File: src/rtl/pong_pkg.sv
// Shared Pong playfield types and defaults for the power-up spawn scheduler.
package pong_pkg;

  typedef enum logic [1:0] {
    IDLE = 2'd0,
    RUN  = 2'd1,
    FIRE = 2'd2
  } sched_state_e;

  localparam int PRESCALER_DEFAULT = 24999999;
  localparam int CNT_W_DEFAULT     = 4;

endpackage

File: src/rtl/sec_countdown.sv
// Seconds countdown: a clk prescaler producing one-second ticks that step a
// loadable down-counter; expired flags an empty counter not being reloaded.
module sec_countdown #(
  parameter int CNT_W     = pong_pkg::CNT_W_DEFAULT,
  parameter int PRESCALER = pong_pkg::PRESCALER_DEFAULT
) (
  input  logic             clk,
  input  logic             rst_n,
  input  logic             load,
  input  logic             clear,
  input  logic [CNT_W-1:0] value,
  output logic             expired
);

  localparam int PS_W = (PRESCALER > 0) ? $clog2(PRESCALER + 1) : 1;

  logic [PS_W-1:0]  presc_q, presc_d;
  logic [CNT_W-1:0] rem_q, rem_d;
  logic             tick;

  assign tick    = (presc_q == PS_W'(PRESCALER));
  assign expired = (rem_q == '0) && !load;

  // The prescaler only advances while seconds remain, so it never overflows.
  always_comb begin
    presc_d = presc_q;
    rem_d   = rem_q;
    if (clear) begin
      presc_d = '0;
      rem_d   = '0;
    end else if (load) begin
      presc_d = '0;
      rem_d   = value;
    end else if (rem_q != '0) begin
      presc_d = tick ? '0 : presc_q + 1'b1;
      if (tick) rem_d = rem_q - 1'b1;
    end
  end

  always_ff @(posedge clk or negedge rst_n) begin
    if (!rst_n) begin
      presc_q <= '0;
      rem_q   <= '0;
    end else begin
      presc_q <= presc_d;
      rem_q   <= rem_d;
    end
  end

endmodule

File: src/rtl/powerup_spawn_scheduler.sv
// Round-robin scheduler sharing one seconds countdown between N_REQ power-up
// items; emits a one-cycle spawn pulse to the owner when its delay expires.
module powerup_spawn_scheduler
  import pong_pkg::*;
#(
  parameter int N_REQ     = 4,
  parameter int ID_W      = 2,
  parameter int CNT_W     = CNT_W_DEFAULT,
  parameter int PRESCALER = PRESCALER_DEFAULT
) (
  input  logic                   clk,
  input  logic                   rst_n,
  input  logic                   clear,
  input  logic [N_REQ-1:0]       eaten,
  input  logic [N_REQ*CNT_W-1:0] delay_sec,
  output logic [N_REQ-1:0]       spawn,
  output logic                   busy,
  output logic [ID_W-1:0]        active_id,
  output logic [N_REQ-1:0]       pending
);

  sched_state_e     state_q, state_d;
  logic [N_REQ-1:0] pending_q, pending_d;
  logic [N_REQ-1:0] spawn_q, spawn_d;
  logic [ID_W-1:0]  rr_q, rr_d;
  logic [ID_W-1:0]  id_q, id_d;
  logic             busy_q, busy_d;

  logic             found;
  logic [ID_W-1:0]  win;
  logic [N_REQ-1:0] grant_oh;
  logic [N_REQ-1:0] owner_mask;
  logic             load;
  logic             expired;
  logic [CNT_W-1:0] load_val;

  function automatic logic [ID_W-1:0] wrap_idx(input logic [ID_W-1:0] base, input int off);
    int s;
    s = int'(base) + off;
    if (s >= N_REQ) s = s - N_REQ;
    return ID_W'(s);
  endfunction

  // Scan downward so the lowest offset from rr_q is the one that sticks.
  always_comb begin
    found = 1'b0;
    win   = '0;
    for (int k = N_REQ - 1; k >= 0; k--) begin
      if (pending_q[wrap_idx(rr_q, k)]) begin
        found = 1'b1;
        win   = wrap_idx(rr_q, k);
      end
    end
  end

  assign load_val = delay_sec[win*CNT_W +: CNT_W];

  always_comb begin
    state_d    = state_q;
    rr_d       = rr_q;
    id_d       = id_q;
    load       = 1'b0;
    grant_oh   = '0;
    owner_mask = '0;
    spawn_d    = '0;
    busy_d     = 1'b0;

    if (state_q == RUN) owner_mask[id_q] = 1'b1;

    case (state_q)
      IDLE: begin
        if (found) begin
          load          = 1'b1;
          grant_oh[win] = 1'b1;
          id_d          = win;
          rr_d          = wrap_idx(win, 1);
          state_d       = RUN;
        end
      end
      RUN:     if (expired) state_d = FIRE;
      FIRE:    state_d = IDLE;
      default: state_d = IDLE;
    endcase

    pending_d = (pending_q | (eaten & ~owner_mask)) & ~grant_oh;

    // Abort discards any grant decided this cycle along with the queue.
    if (clear) begin
      state_d   = IDLE;
      pending_d = '0;
      load      = 1'b0;
      id_d      = id_q;
      rr_d      = rr_q;
    end

    if (state_d == FIRE) spawn_d[id_d] = 1'b1;
    busy_d = (state_d == RUN) || (state_d == FIRE);
  end

  always_ff @(posedge clk or negedge rst_n) begin
    if (!rst_n) begin
      state_q   <= IDLE;
      pending_q <= '0;
      spawn_q   <= '0;
      rr_q      <= '0;
      id_q      <= '0;
      busy_q    <= 1'b0;
    end else begin
      state_q   <= state_d;
      pending_q <= pending_d;
      spawn_q   <= spawn_d;
      rr_q      <= rr_d;
      id_q      <= id_d;
      busy_q    <= busy_d;
    end
  end

  sec_countdown #(
    .CNT_W     (CNT_W),
    .PRESCALER (PRESCALER)
  ) u_cd (
    .clk     (clk),
    .rst_n   (rst_n),
    .load    (load),
    .clear   (clear),
    .value   (load_val),
    .expired (expired)
  );

  assign spawn     = spawn_q;
  assign busy      = busy_q;
  assign active_id = id_q;
  assign pending   = pending_q;

endmodule

File: config.mk
export PLATFORM = sky130hd
export DESIGN_NAME = powerup_spawn_scheduler
export DESIGN_NICKNAME = d
export VERILOG_FILES = /design/src/rtl/pong_pkg.sv /design/src/rtl/sec_countdown.sv /design/src/rtl/powerup_spawn_scheduler.sv
export SDC_FILE = /design/constraint.sdc
export NUM_CORES = 1
export LEC_CHECK = 0
export CAP_MARGIN = 5
export CORE_MARGIN = 1.5
export CORE_UTILIZATION = 40
export CTS_CLUSTER_DIAMETER = 60
export DETAILED_ROUTE_END_ITERATION = 7
export GPL_ROUTABILITY_DRIVEN = 0
export PLACE_DENSITY = 0.67
export SLEW_MARGIN = 20
export SYNTH_ARGS = -nofsm -noshare
export SYNTH_HDL_FRONTEND = slang
export SYNTH_HIERARCHICAL = 1
export SYNTH_SLANG_ARGS = --single-unit
File: constraint.sdc
create_clock -name clk -period 3.4 [get_ports clk]
set_input_delay 0.68 -clock clk [delete_from_list [all_inputs] [get_ports clk]]
set_output_delay 0.68 -clock clk [all_outputs]
set_load 0.005 [all_outputs]
==> flow_results.org <==
** Synth
- Yosys top cell by area :: dfrtp_1
- In the synthesized netlist, the number of instances is approximately 300.
- Synthesis produced a netlist with a net count of ~330.
- The Yosys step of the flow raised 6 warnings.
- Top cells by area, synth :: dfrtp_1 (40%), a21oi_1 (5.1%), mux2i_1 (4.8%)
- Synth top area share :: about two fifths
- Share of synthesized registers carrying an async set or reset :: between 90% and 100%
- Syn Area/Cell :: between 9 and 10 um2
- Netlist Area Pre-Place :: approximately 0.0027 mm2
- Sequential cells were found to cover about two fifths of the synthesized design area.
- Synthesis instantiated 55 different standard cells from the library.
- Flip-flop and latch count after synthesis :: 44
- Top flip-flop cell by instance count after synthesis :: dfrtp_1
- The synthesized design contains 0 enable-type register cells.

** Global route
- For this run the aggregate overflow at the end of global routing stands at 0.
- Aggregate global-route resource usage :: 17.5%
- Number of global-route vias before repair :: ~2,300
- Number of antenna violations at the first check in global routing :: 0
- Wire length of the first global-routing pass :: about 10,000 um
- Largest net degree at the start of global routing :: 45

** Run status
- The flow ran to the end, but the final reports show violations.
- The checks that failed: DRC.

** Final layout
- In the final layout, the share of cells above drive strength 1 is about 9.1%.
- Fill cell count :: roughly 650
- Post-route core utilization :: about 50%
- In the final layout, flip-flops and latches occupy between 0.001 and 0.0015 mm2.
- Layout Nets :: around 360
- With fillers left out, the area of the finished cells amounts to around 0.0032 mm2.
- The multi-input combinational cells in the finished layout cover a total of ~0.0015 mm2.
- ANT cells :: 0
- Area growth, synth to finish :: 17.7%

** Detailed routing
- Number of nets with antenna violations after detailed routing :: 0
- After detailed routing, the wire length on met1 is ~2900 um.
- The routed design has between 6000 and 7000 um of wire.
- For this block, the initial DRC count from the detailed router was ~140.
- DRC :: 7
- Total met3 wirelength after detailed routing :: between 300 and 400 um
- Routed wl met2 :: about 3000 um
- For this run, the detailed router's first-pass iteration total came to 6.
- After detailed routing, no signal wire sits above met4.
- Vias/cell :: 5.93
- Wire length per cell after detailed routing :: between 15 and 20 um
- Overall via count from detail_route :: 2,408

** Power and ir drop
- In this run switching power makes up between 30% and 40% of total power.
- The share of total power dissipated in combinational logic is between 30% and 40%.
- Power spent charging and discharging nets :: approximately 700 uW
- Worst IR drop on VDD :: 0.000236 V
- Total power of the final layout :: 1810 uW
- Of the total power, registers draw between 30% and 40%.
- Power spread over the standard cell area amounts to ~560 mW/mm2.
- The internal portion of the total power is 1120 uW.
- The clock network burns 22.6% of the power.
- Standby leakage power :: about 0.0012 uW

** Timing
- Hold WS :: between 0.3 and 0.4 ns
- Clock skew :: approximately 0.012 ns
- Setup repair after global routing left no endpoint under its margin.
- The hold violation total from the final report is 0.
- Counting I/O delays and the setup requirement, the final critical path takes 2.58 ns.
- Worst slew pin tran :: ~0.67 ns
- Post-route clock period utilization :: between 70% and 80%
- Timing would allow up to between 300 and 400 MHz.
- Sum of negative setup slack :: 0 ns
- Final Max Tran Viols :: 0
- Total setup violations reported at the end of the flow :: 0
- Headroom to the max-slew limit :: a little under three fifths

** Clocking
- Total CTS buffers :: 5
- Clock latency reported for the late side of the worst-skew pair :: roughly 0.3 ns
- TritonCTS built the clock tree.
- The cell sitting at the root of the clock tree is a clkbuf_8.
- Hold_buf cts :: 0
- Buffers added to address setup during post-CTS repair amount to 0.
- The clock drives 44 sinks.
- Once the clock tree was built, the resizer swapped 0 gates to a different size.
- After clock tree synthesis, the clock-pin slew on the worst setup and hold paths is about 0.090 ns.
- CTS max path bufs :: 2
- H-Tree Level Count :: 2

** Job
- The tool flagged a number of max-cap violations equal to 0.

** Critical path
- Worst setup SP type :: flop
- The worst register-to-register path has a depth of 9.
- Reg-to-reg setup timing slack :: slightly above 0.8 ns
- At the worst endpoint, the required time is between 3 and 4 ns.
- Arrival time at the worst endpoint :: 2.80 ns
- Classification of the worst setup path :: reg -> reg
- Reg-to-Reg Start :: pending[3]
- Crit path capture type :: flop
- The endpoint identified for the worst register-to-register timing path is u_cd/presc_q[22].
- Crit Path Max Fanout :: 16

** Floorplanning
- The floorplan has 29 rows.
- Die outline height :: 85.6 um
- Die Outline Area :: roughly 0.0073 mm2
- DIE WIDTH :: between 80 and 90 um
- The core region is 0.00646 mm2.
- Initial cell density of the core :: a little over two fifths
- Ports :: 34

** Place
- Total placed instance area :: 0.00309 mm2
- Count of input and output buffers :: 33
- Detailed-placement wirelength estimate :: between 4000 and 5000 um

** Min path
- In this run the worst hold path is classified as in -> async.
Yosys cell counts (2+ instances only):
library cell  number
nor4_1             7
nor2b_1            3
o21a_1             3
o31ai_1           16
buf_6              3
or2_2              2
nand4_1            6
o21ai_1            2
or3_1              8
or4_1             12
mux2i_1           13
nor3_2             3
a21oi_1           28
a211oi_1           6
a21boi_1           2
o211ai_1           7
inv_1             13
nand2b_1           3
clkbuf_1          10
and3_1             2
nor3_1             3
and4_1             4
a311oi_1           2
nor4b_1            2
o21ai_0            7
nand3_1           11
a31oi_1            2
nand2_1           26
dfrtp_1           44
ha_1               7
nor2_1            17
nor3b_1            2
layer usage:
layer	track usage (%)	up-vias
li1	-	1177
met1	23.7	1159
met2	28.7	70
met3	3.95	2
met4	4.25	0
met5	0	-
state kept, by name (all words and copies together) (netlist names):
name / cells
u_cd/presc_q: 25
rr_q: 2
active_id: 2
state_q: 2
busy: 1
u_cd/rem_q: 4
spawn: 4
pending: 4
area by class of cell:
class	count	area share [%]
tap	77	3.00
inverter	15	1.83
multi-input combinational	223	45.6
clock inverter	3	1.48
clock buffer	5	2.14
sequential	44	34.3
timing repair buffer	39	11.6
power groups by stage:
stage	Sequential (uW)	Clock [uW]	Combinational, uW
2_1_floorplan	682	0	542
3_3_place_gp	697	0	704
3_5_place_dp	699	0	713
4_1_cts	689	425	717
5_1_grt	702	449	802
6_report	689	409	709
through the flow:
| step | worst slack [ns] | cells |
|---|---|---|
| after CTS | 0.816 | 406 |
| after detailed placement | 0.543 | 398 |
| after floorplan | 0.915 | 299 |
| final | 0.821 | 406 |
| after global placement | 0.593 | 398 |
| after global routing | 0.558 | 406 |
how the worst max path moves through the flow:
stage / endpoint / cells after the start / start
2_1_floorplan: u_cd/presc_q[20] / 10 / clear
3_3_place_gp: u_cd/presc_q[20] / 8 / clear
3_5_place_dp: u_cd/presc_q[20] / 8 / clear
4_1_cts: u_cd/presc_q[20] / 9 / pending[1]
5_1_grt: u_cd/presc_q[20] / 9 / pending[1]
6_report: u_cd/presc_q[22] / 9 / pending[3]
logic make-up after synthesis:
| family | Yosys count | synth area share (%) |
|---|---|---|
| AND/OR/NAND/NOR | 120 | 25.7 |
| AO/OA/AOI/OAI | 81 | 19.2 |
| flip-flops | 44 | 40.4 |
| buffers and inverters | 32 | 6.10 |
| multiplexers | 13 | 4.77 |
| adder cells (fa/ha/maj) | 7 | 3.21 |
| XOR/XNOR | 2 | 0.643 |
critical path, stage by stage, from the launching register on:
cell and delay [ns]:
dfrtp_1 0.48, nor4_2 0.09, nor3_2 0.33, nand2b_2 0.22, inv_4 0.20, or2_2 0.31, o2111ai_1 0.13, buf_4 0.18
or4_1 0.40, a21oi_1 0.15
layout by cell type (no fill, tap or decap), drive strengths merged, types with 3 or more instances in the layout:
| cell type | count |
|---|---|
| nor3b | 3 |
| o21ai | 9 |
| clkbuf | 5 |
| o21a | 3 |
| inv | 15 |
| nand2 | 26 |
| a211oi | 6 |
| o211ai | 7 |
| clkdlybuf4s50 | 32 |
| dfrtp | 44 |
| ha | 7 |
| or4 | 13 |
| buf | 7 |
| nor2 | 17 |
| nand4 | 6 |
| nor2b | 4 |
| mux2i | 13 |
| or3 | 8 |
| a21oi | 28 |
| nand2b | 4 |
| nand3 | 12 |
| nor3 | 6 |
| nor4 | 8 |
| and4 | 4 |
| o31ai | 16 |
No activity file was read; power rests on OpenSTA's default activity.
